<file path="src/rtl/alu_nibble_seq.sv">
// Nibble-serial sequencer: pushes a 4*NIBBLES-bit operation through an external
// 4-bit ALU one nibble per clock, LSB first, chaining carry and assembling the result.

package alu_nibble_seq_pkg;

  localparam logic [2:0] OP_ADD  = 3'd0;
  localparam logic [2:0] OP_SUB  = 3'd1;
  localparam logic [2:0] OP_ADC  = 3'd2;
  localparam logic [2:0] OP_INC  = 3'd3;
  localparam logic [2:0] OP_NOR  = 3'd4;
  localparam logic [2:0] OP_MOVB = 3'd5;

  typedef enum logic [1:0] {
    S_IDLE,
    S_RUN,
    S_DONE
  } state_e;

  // Everything the sequencer needs to know about an op code, in one place.
  typedef struct packed {
    logic       legal;
    logic       arith;     // carry chains between nibbles
    logic       m;
    logic [3:0] s;
    logic       crin_one;  // first-nibble carry-in forced to 1
    logic       crin_cin;  // first-nibble carry-in taken from cin
  } op_dec_t;

  function automatic op_dec_t decode_op(input logic [2:0] op);
    op_dec_t d;
    d       = '0;
    d.legal = 1'b1;
    case (op)
      OP_ADD:  begin d.arith = 1'b1; d.s = 4'h9;                   end
      OP_SUB:  begin d.arith = 1'b1; d.s = 4'h6; d.crin_one = 1'b1; end
      OP_ADC:  begin d.arith = 1'b1; d.s = 4'h9; d.crin_cin = 1'b1; end
      OP_INC:  begin d.arith = 1'b1; d.s = 4'h0; d.crin_one = 1'b1; end
      OP_NOR:  begin d.m     = 1'b1; d.s = 4'h1;                   end
      OP_MOVB: begin d.m     = 1'b1; d.s = 4'hA;                   end
      default: d.legal = 1'b0;
    endcase
    return d;
  endfunction

endpackage

module alu_nibble_seq
  import alu_nibble_seq_pkg::*;
#(
  parameter int NIBBLES = 4
) (
  input  logic                   clk,
  input  logic                   rst_n,
  input  logic                   start,
  input  logic [2:0]             op,
  input  logic [4*NIBBLES-1:0]   opa,
  input  logic [4*NIBBLES-1:0]   opb,
  input  logic                   cin,
  output logic [3:0]             alu_a,
  output logic [3:0]             alu_b,
  output logic [3:0]             alu_s,
  output logic                   alu_m,
  output logic                   alu_crin,
  input  logic [3:0]             alu_f,
  input  logic                   alu_crout,
  output logic [4*NIBBLES-1:0]   result,
  output logic                   cout,
  output logic                   zero,
  output logic                   busy,
  output logic                   done,
  output logic                   err
);

  localparam int W    = 4 * NIBBLES;
  localparam int IDXW = (NIBBLES > 1) ? $clog2(NIBBLES) : 1;
  localparam logic [IDXW-1:0] LAST_IDX = IDXW'(NIBBLES - 1);

  state_e            state_q, state_d;
  logic [IDXW-1:0]   idx_q;
  logic [IDXW+1:0]   bit_base;
  logic              carry_q;
  logic [2:0]        op_q;
  logic [W-1:0]      opa_q, opb_q;
  logic [W-1:0]      result_nxt;
  op_dec_t           start_dec, run_dec;
  logic              accept;
  logic              last_nibble;

  assign start_dec   = decode_op(op);
  assign run_dec     = decode_op(op_q);
  assign accept      = (state_q == S_IDLE) && start && start_dec.legal;
  assign last_nibble = (idx_q == LAST_IDX);
  assign bit_base    = {idx_q, 2'b00};

  assign busy = (state_q != S_IDLE);
  assign done = (state_q == S_DONE);

  // NOTE: every output of a combinational block gets a default first, so no
  // path through the case/if leaves it unassigned and a latch is never inferred.
  always_comb begin : next_state
    state_d = state_q;
    unique case (state_q)
      S_IDLE:  if (accept)      state_d = S_RUN;
      S_RUN:   if (last_nibble) state_d = S_DONE;
      S_DONE:                   state_d = S_IDLE;
      default:                  state_d = S_IDLE;
    endcase
  end

  // Outside RUN the ALU sees an all-zero, fully defined control word.
  always_comb begin : alu_drive
    alu_a    = '0;
    alu_b    = '0;
    alu_s    = '0;
    alu_m    = 1'b0;
    alu_crin = 1'b0;
    if (state_q == S_RUN) begin
      alu_a    = opa_q[bit_base +: 4];
      alu_b    = opb_q[bit_base +: 4];
      alu_s    = run_dec.s;
      alu_m    = run_dec.m;
      alu_crin = run_dec.arith & carry_q;
    end
  end

  always_comb begin : result_merge
    result_nxt                = result;
    result_nxt[bit_base +: 4] = alu_f;
  end

  // NOTE: sequential state uses non-blocking assignments only, so every
  // register samples pre-edge values regardless of statement order.
  always_ff @(posedge clk) begin
    if (!rst_n) begin
      state_q <= S_IDLE;
      idx_q   <= '0;
      carry_q <= 1'b0;
      result  <= '0;
      cout    <= 1'b0;
      zero    <= 1'b0;
      err     <= 1'b0;
    end else begin
      state_q <= state_d;
      err     <= (state_q == S_IDLE) && start && !start_dec.legal;
      case (state_q)
        S_IDLE: begin
          if (accept) begin
            idx_q   <= '0;
            carry_q <= start_dec.crin_one | (start_dec.crin_cin & cin);
            result  <= '0;
          end
        end
        S_RUN: begin
          result  <= result_nxt;
          carry_q <= run_dec.arith & alu_crout;
          if (last_nibble) begin
            cout  <= run_dec.arith & alu_crout;
            zero  <= (result_nxt == '0);
            idx_q <= '0;
          end else begin
            idx_q <= idx_q + 1'b1;
          end
        end
        default: ;
      endcase
    end
  end

  // NOTE: operand latches carry no reset; they are only read in RUN, which is
  // reachable solely through an accepted start that loads them.
  always_ff @(posedge clk) begin
    if (accept) begin
      op_q  <= op;
      opa_q <= opa;
      opb_q <= opb;
    end
  end

  idx_in_range: assert property (@(posedge clk) disable iff (!rst_n)
    idx_q <= LAST_IDX);

  done_one_cycle: assert property (@(posedge clk) disable iff (!rst_n)
    done |=> !done);

endmodule

</file>
<file path="config.mk">
export PLATFORM = sky130hd
export DESIGN_NAME = alu_nibble_seq
export DESIGN_NICKNAME = d
export VERILOG_FILES = /design/src/rtl/alu_nibble_seq.sv
export SDC_FILE = /design/constraint.sdc
export NUM_CORES = 1
export LEC_CHECK = 0
export ABC_AREA = 1
export CAP_MARGIN = 20
export CORE_MARGIN = 2
export CORE_UTILIZATION = 47
export DETAILED_ROUTE_END_ITERATION = 16
export HOLD_SLACK_MARGIN = 0.08
export PLACE_DENSITY = 0.79
export REMOVE_ABC_BUFFERS = 1
export SLEW_MARGIN = 20
export SYNTH_ARGS = -nofsm -noshare
export SYNTH_HDL_FRONTEND = slang
export SYNTH_SLANG_ARGS = --single-unit
</file>
<file path="constraint.sdc">
create_clock -name clk -period 2.39 [get_ports clk]
set_clock_uncertainty 0.2 [all_clocks]
set_input_delay 0.717 -clock clk [delete_from_list [all_inputs] [get_ports clk]]
set_output_delay 0.717 -clock clk [all_outputs]
set_load 0.1 [all_outputs]
</file>
# Word level (Yosys, flattened, before mapping)
# Index checks and enable logic that the tools add are counted.
dict set report op_classes {
  n_addsub 2
  n_eq_ne 15
  n_shift 4
  mux 22
  bitwise 4
  n_reduce_logical 18
}
# operator n
set op_table {}
lappend op_table {{$pmux 16 s2} 1}
lappend op_table {{$shiftx 16x5->4} 2}
lappend op_table {{$bwmux 16} 1}
lappend op_table {{$logic_not 16->1} 1}
lappend op_table {{$mux 16} 1}
lappend op_table {{$pmux 4 s4} 1}
lappend op_table {{$shift 4x6->16 const A} 1}
lappend op_table {{$shiftx 4x6->16} 1}
lappend op_table {{$eq 3x2->1 const B} 4}
lappend op_table {{$eq 3x3->1 const B} 4}
lappend op_table {{$mux 4} 3}
lappend op_table {{$mux 1} 8}
lappend op_table {{$mux 2} 4}
lappend op_table {{$pmux 2 s2} 2}
lappend op_table {{$eq 3x1->1 const B} 2}
lappend op_table {{$logic_not 3->1} 2}
lappend op_table {{$neg 4->6} 1}
lappend op_table {{$reduce_and 2->1} 3}
lappend op_table {{$reduce_or 2->1} 3}
lappend op_table {{$reduce_or 6->1} 1}
lappend op_table {{$eq 2x2->1 const B} 2}
lappend op_table {{$ne 2x2->1 const B} 2}
lappend op_table {{$reduce_bool 2->1} 2}
lappend op_table {{$reduce_or 4->1} 1}
lappend op_table {{8 further kinds} 12}
dict set report word_totals {
  register_bits 59
  inputBits 44
  output_inout_bits 35
  word_cells 75
}

# Longest topological paths before layout
# Gate-level depths: netlist (run 1).
dict set report depth {
  word_depth 6
  depth_mapped 14
}

# Least setup slack after synthesis (run 1)
# No wires, ideal clock.
dict set report synth_timing {
  path_type {reg2out}
  startpoint {register state_q[0]}
  endpoint {output alu_s[0]}
  arrival_ps 2780
  t_required_ps 1473
  setup_slack_ps -1307
  stages_incl_launch_ff 5
  path_cell_list {dfxtp_1 -> inv_2 -> nor2_4 -> inv_2 -> a211oi_1}
}
dict set report synth_via {
  elab_chain_cells 2
}
# element line_no
set synth_rtl {}
lappend synth_rtl {{start, declared} 78} ;# state_e state_q, state_d;
lappend synth_rtl {{start signal, assigned} 143} ;# state_q <= state_d;
lappend synth_rtl {{$eq 2x1->1} 117} ;# if (state_q == S_RUN) begin
lappend synth_rtl {{$mux 4} 117}
lappend synth_rtl {{end, declared} 61} ;# output logic [3:0] alu_s,
# No other way between the ends.

# Worst setup path in the final report (run 1)
dict set report layout_timing {
  startpoint {register idx_q[0]}
  endpoint {output alu_b[0]}
}
dict set report layout_via {
  elab_chain_cells 2
}
# element line_no
set layout_rtl {}
lappend layout_rtl {{start, declared} 79} ;# logic [IDXW-1:0] idx_q;
lappend layout_rtl {{start signal, assigned} 161} ;# idx_q <= idx_q + 1'b1;
lappend layout_rtl {{$shiftx 16x5->4} 119} ;# alu_b = opb_q[bit_base +: 4];
lappend layout_rtl {{$mux 4} 117}
lappend layout_rtl {{end, declared} 60} ;# output logic [3:0] alu_b,
# No other way between the ends.

==> results of run 1 <==
-- cell usage after synthesis (2+ instances only) --
cell type   n
o21ai_1     5
inv_4       2
edfxtp_1   35
buf_4       3
a21oi_1    29
inv_2       4
nor2_1     59
o21ai_0    18
dfxtp_1    24
inv_1      19
nor3_1      3
clkbuf_1    4
nand3_1    11
ha_1        6
buf_2       3
nand2_1    86
-- worst max path at each step --
stage	from	end	slack, ns
3_5_place_dp	op[1]	opb_q[7]	0.06
4_1_cts	idx_q[0]	alu_a[3]	-0.11
5_1_grt	idx_q[0]	alu_a[1]	-0.15
2_1_floorplan	state_q[0]	alu_s[0]	-1.62
3_3_place_gp	op[2]	opa_q[2]	0.09
6_report	idx_q[0]	alu_b[0]	-0.08
-- state kept, by name (all words and copies together), names as in the netlist --
name / cells
opa_q: 16
opb_q: 16
result: 16
op_q: 3
idx_q: 2
state_q: 2
carry_q: 1
cout: 1
err: 1
zero: 1
-- metrics by stage --
| step | utilization (%) | power, mW | setup WS, ns | area, sq um |
|---|---|---|---|---|
| finish | 78.8 | 2.63 | -0.0770 | 4370 |
| global route | 78.8 | 2.73 | -0.155 | 4370 |
| CTS | 77.6 | 2.61 | -0.105 | 4300 |
| detailed placement | 71.2 | 1.71 | 0.0616 | 3940 |
| global placement | 71.2 | 1.69 | 0.0913 | 3940 |
| floorplan | - | 1.47 | -1.62 | 2660 |
-- critical path, stage by stage (launching register included) --
cell and delay (ns):
dfxtp_4 0.36, buf_12 0.15, inv_8 0.12, o21ai_1 0.11, a21oi_2 0.24, buf_12 0.21
-- cell type report --
| cell class | count | share of cell area (%) |
|---|---|---|
| Clock buffer | 9 | 2.84 |
| Timing Repair Buffer | 93 | 29.1 |
| Clock inverter | 7 | 1.35 |
| Multi-Input combinational cell | 226 | 26.6 |
| Tap cell | 72 | 2.06 |
| Inverter | 26 | 2.81 |
| Sequential cell | 59 | 35.2 |
-- power groups by stage --
stage / clock [mW] / combinational (mW) / sequential [mW]
after floorplan: 0 / 0.264 / 1.20
after global placement: 0 / 0.525 / 1.17
after detailed placement: 0 / 0.534 / 1.17
after CTS: 0.865 / 0.586 / 1.16
after global routing: 0.925 / 0.646 / 1.16
final: 0.862 / 0.608 / 1.16
-- cells by family after synthesis --
group,count (synthesis),synth area share [%]
adders and majority gates,6,2.76
DFF,59,56.3
buffers and inverters,37,6.12
AOI/OAI and AO/OA,56,10.7
and+or+nand+nor,164,24.1
-- metal layers --
| layer | share of wire (%) | GRT usage, % | routed length [um] | up-vias |
|---|---|---|---|---|
| li1 | - | - | - | 1245 |
| met1 | 39 | 28.5 | 2920 | 1157 |
| met2 | 52 | 44.0 | 3880 | 124 |
| met3 | 7.1 | 7.30 | 531 | 17 |
| met4 | 1.9 | 7.80 | 140 | 0 |
| met5 | 0 | 0 | 0 | - |
-- repair_timing --
item	4_1_cts	5_1_grt
pin swaps	12	8
hold endpoints to repair	0	0
setup endpoints to repair	12	14
resized for setup	39	27
setup buffers	4	4
cloned	1	0
==> impl_metrics.json, run 1 <==
{
  "status": "finished with violations",
  "violations": "negative setup slack",
  "antenna_left": 0,
  "path_class": "flip-flop to output port",
  "core-area_sq_um": 5540,
  "finalWorstSetupSlack_ns": -0.0770,
  "grt_max_degree": 36,
  "cts_root_buf": "clkbuf_8",
  "clock_power_share_pct": 32.8,
  "diodes": 0,
  "relSlewSlack_pct": 81.6,
  "cts_tree": "built",
  "r2r-start": "idx_q[0]",
  "worstSetupStartpointType": "flip-flop",
  "syn_inst": 322,
  "end_kind": "output port",
  "multi_input_area_sq_um": 1160,
  "regArea_sq_um": 1540,
  "hp-class": "flip-flop to flip-flop",
  "p_comb_share_pct": 23.1,
  "p_sw_mw": 0.797,
  "placed_cells": 468,
  "cts_made_buffers": 9,
  "hold_violations": 0,
  "grt_pass1_wl_mm": 12.0,
  "cts_max_level": 3,
  "drive_gt1_share_pct": 24.5,
  "synthFlopType": "edfxtp_1",
  "grt_setup_unrepaired": "yes",
  "power.density_nw_per_um2": 602,
  "die_height_um": 80.1,
  "fmax_mhz": 405,
  "pin_count": 79,
  "clk_path_buf_depth": 2,
  "p_int_mw": 1.83,
  "synth_cell_types": 27,
  "syn_area_per_cell_sq_um": 8.45,
  "finalCriticalPeriod_ns": 2.47,
  "routed_wl_mm": 7.48,
  "p_sw_share_pct": 30.3,
  "wl_per_cell_um": 15.2,
  "synth-seq-area-share_pct": 56.3,
  "fin_crit_sh_pct": 103,
  "async_reset_ff_share_pct": 0,
  "clkSinkCount": 59,
  "peakVddDrop_v": 0.000437,
  "ys.warnings.count": 0,
  "leakage_nw": 1.70,
  "synth-seq-cells": 59,
  "post_cts_hold_buffer_count": 0,
  "pwr-share-seq_pct": 44.0,
  "grt_util_all_layers_pct": 24.7,
  "synth_area_sq_um": 2720,
  "ff2ff_path_depth": 12,
  "num_vias": 2543,
  "clk_latency_ns": 0.34,
  "antenna_found_initial": 0,
  "tightest_slew_ns": 0.278,
  "drtIter0Drc": 270,
  "die_w_um": 80.1,
  "slew_violations": 0,
  "drv_cap": 0,
  "synth_top_area_share_pct": 38.6,
  "cp.arrival_ns": 1.55,
  "layout_commonest_cell": "nand2_1",
  "num_rows": 27,
  "die-area_sq_um": 6410,
  "place.detailed.hpwl_mm": 4.83,
  "place_congestion": 0.917,
  "layout_common_cells": "nand2_1, nor2_1, clkdlybuf4s50_1, buf_12, edfxtp_1",
  "vias_per_cell": 5.17,
  "tns_ns": -0.350,
  "hold_path_end": "cout",
  "nNetsFinal": 465,
  "worstPathRequired_ns": 1.47,
  "hold_start": "cout",
  "yosys-top-cells-area": "edfxtp_1, dfxtp_1, nand2_1, nor2_1, a21oi_1",
  "grt_pass1_vias": 2598,
  "holdPathStages": 2,
  "cp_max_fo": 21,
  "portBuffers": 78,
  "instances_no_fill": 492,
  "nFillCells": 351,
  "drc_errors": 0,
  "clk_pin_slew_ns": 0.07,
  "synth.largest_area_cell": "edfxtp_1",
  "areaGrowthSynthToFinish_pct": 60.5,
  "rrSetupSlack_ns": 0.29,
  "gr-total-overflow": 0,
  "holdWs_ns": 0.309,
  "synth-edff-count": 35,
  "setup_viol": 10,
  "first_pass_iters": 4,
  "start_util_pct": 49.1,
  "r2r_end": "zero"
}
Power figures use the tool's default switching activity.
==> run 2, diff against run 1 <==
--- a/config.mk
+++ b/config.mk
@@ -8,10 +8,9 @@
 export ABC_AREA = 1
 export CAP_MARGIN = 20
 export CORE_MARGIN = 2
-export CORE_UTILIZATION = 47
+export CORE_UTILIZATION = 25
 export DETAILED_ROUTE_END_ITERATION = 16
 export HOLD_SLACK_MARGIN = 0.08
-export PLACE_DENSITY = 0.79
 export REMOVE_ABC_BUFFERS = 1
 export SLEW_MARGIN = 20
 export SYNTH_ARGS = -nofsm -noshare
==> impl_metrics.json, run 2 (synthesized netlist as in run 1, its figures left out) <==
{
  "core-area_sq_um": 10700,
  "hold_violations": 0,
  "drc_errors": 0,
  "antenna_found_initial": 0,
  "clk_pin_slew_ns": 0.07,
  "end_kind": "output port",
  "path_class": "flip-flop to output port",
  "tns_ns": -0.0774,
  "drv_cap": 0,
  "grt_pass1_wl_mm": 11.5,
  "num_vias": 2446,
  "die-area_sq_um": 11700,
  "num_rows": 38,
  "clkSinkCount": 59,
  "finalCriticalPeriod_ns": 2.42,
  "multi_input_area_sq_um": 1120,
  "reg.largest.list": "opa_q x16, opb_q x16, result x16",
  "hp-class": "flip-flop to flip-flop",
  "leakage_nw": 1.69,
  "fmax_mhz": 413,
  "relSlewSlack_pct": 75.0,
  "cp.arrival_ns": 1.50,
  "layout_commonest_cell": "nand2_1",
  "routed_wl_mm": 7.05,
  "placed_cells": 536,
  "status": "finished with violations",
  "layout_common_cells": "nand2_1, nor2_1, clkdlybuf4s50_1, buf_12, edfxtp_1",
  "peakVddDrop_v": 0.000364,
  "setup_viol": 5,
  "grt_util_all_layers_pct": 12.9,
  "clk_latency_ns": 0.34,
  "cts_max_level": 3,
  "power.total_mw": 2.66,
  "clk_path_buf_depth": 2,
  "cts_tree": "built",
  "place_ws_ns": 0.0617,
  "die_w_um": 108,
  "start_util_pct": 25.3,
  "violations": "negative setup slack",
  "cp_max_fo": 15,
  "nFillCells": 1079,
  "instances_no_fill": 558,
  "portBuffers": 78,
  "design_area_sq_um": 4410,
  "die_height_um": 108,
  "grt_pass1_vias": 2389,
  "tightest_slew_ns": 0.375,
  "cts_root_buf": "clkbuf_8",
  "first_pass_iters": 4,
  "postLayoutCoreUtil_pct": 41.1,
  "gr-total-overflow": 0,
  "diodes": 0,
  "finalWorstSetupSlack_ns": -0.0296,
  "wl_per_cell_um": 12.6,
  "fin_crit_sh_pct": 101,
  "antenna_left": 0,
  "worstSetupStartpointType": "flip-flop",
  "vias_per_cell": 4.38,
  "drive_gt1_share_pct": 23.2,
  "place_congestion": 0.860,
  "place.detailed.hpwl_mm": 4.95,
  "slew_violations": 0,
  "dpl_cell_area_sq_um": 4030,
  "grt_max_degree": 37,
  "drtIter0Drc": 113,
  "regArea_sq_um": 1540,
  "post_cts_hold_buffer_count": 0,
  "areaGrowthSynthToFinish_pct": 62.3,
  "nNetsFinal": 463,
  "pin_count": 79,
  "worstPathRequired_ns": 1.47,
  "holdWs_ns": 0.312,
  "power.density_nw_per_um2": 602,
  "grt_setup_unrepaired": "yes",
  "cts_made_buffers": 9
}
==> run 2: per-layer routing <==
| metal | GRT usage [%] | vias to the layer above | part of all wire (%) |
|---|---|---|---|
| li1 | - | 1237 | - |
| met1 | 15.9 | 1108 | 43 |
| met2 | 20.7 | 95 | 48 |
| met3 | 4.58 | 6 | 8.3 |
| met4 | 4.85 | 0 | 0.68 |
| met5 | 0 | - | 0 |
==> run 2: worst max-delay path: stages, from the launching register on <==
cell      delay (ns)
dfxtp_1         0.34
inv_2           0.07
nor2_4          0.19
inv_6           0.13
a211oi_4        0.22
buf_12          0.21
==> run 2: final timing paths <==
check,cells after the start,slack (ns),from,endpoint
hold / removal,2,0.31,carry_q,carry_q
setup reg to reg,12,0.31,idx_q[0],zero
setup / recovery,5,-0.03,state_q[0],alu_s[0]
hold reg to reg,2,0.31,carry_q,carry_q
==> run 2: final cells by class <==
type | instances | share of cell area (%)
sequential | 59 | 34.8
clock buffer | 9 | 2.81
multi-input combinational | 226 | 25.4
timing repair buffer | 91 | 28.6
tap | 140 | 3.97
inverter | 26 | 2.78
clock inverter | 7 | 1.73
==> run 2: power by group <==
| part | internal [mW] | switching [mW] |
|---|---|---|
| logic | 0.226 | 0.361 |
| registers | 1.13 | 0.0223 |
| clock network | 0.488 | 0.432 |
| total | 1.84 | 0.815 |
==> run 2: timing repair <==
action,in CTS,in global routing
endpoints found under the hold margin,0,0
pin swaps,10,8
resized for setup,41,14
setup endpoints to repair,13,13
cloned,1,0
setup buffers,2,3
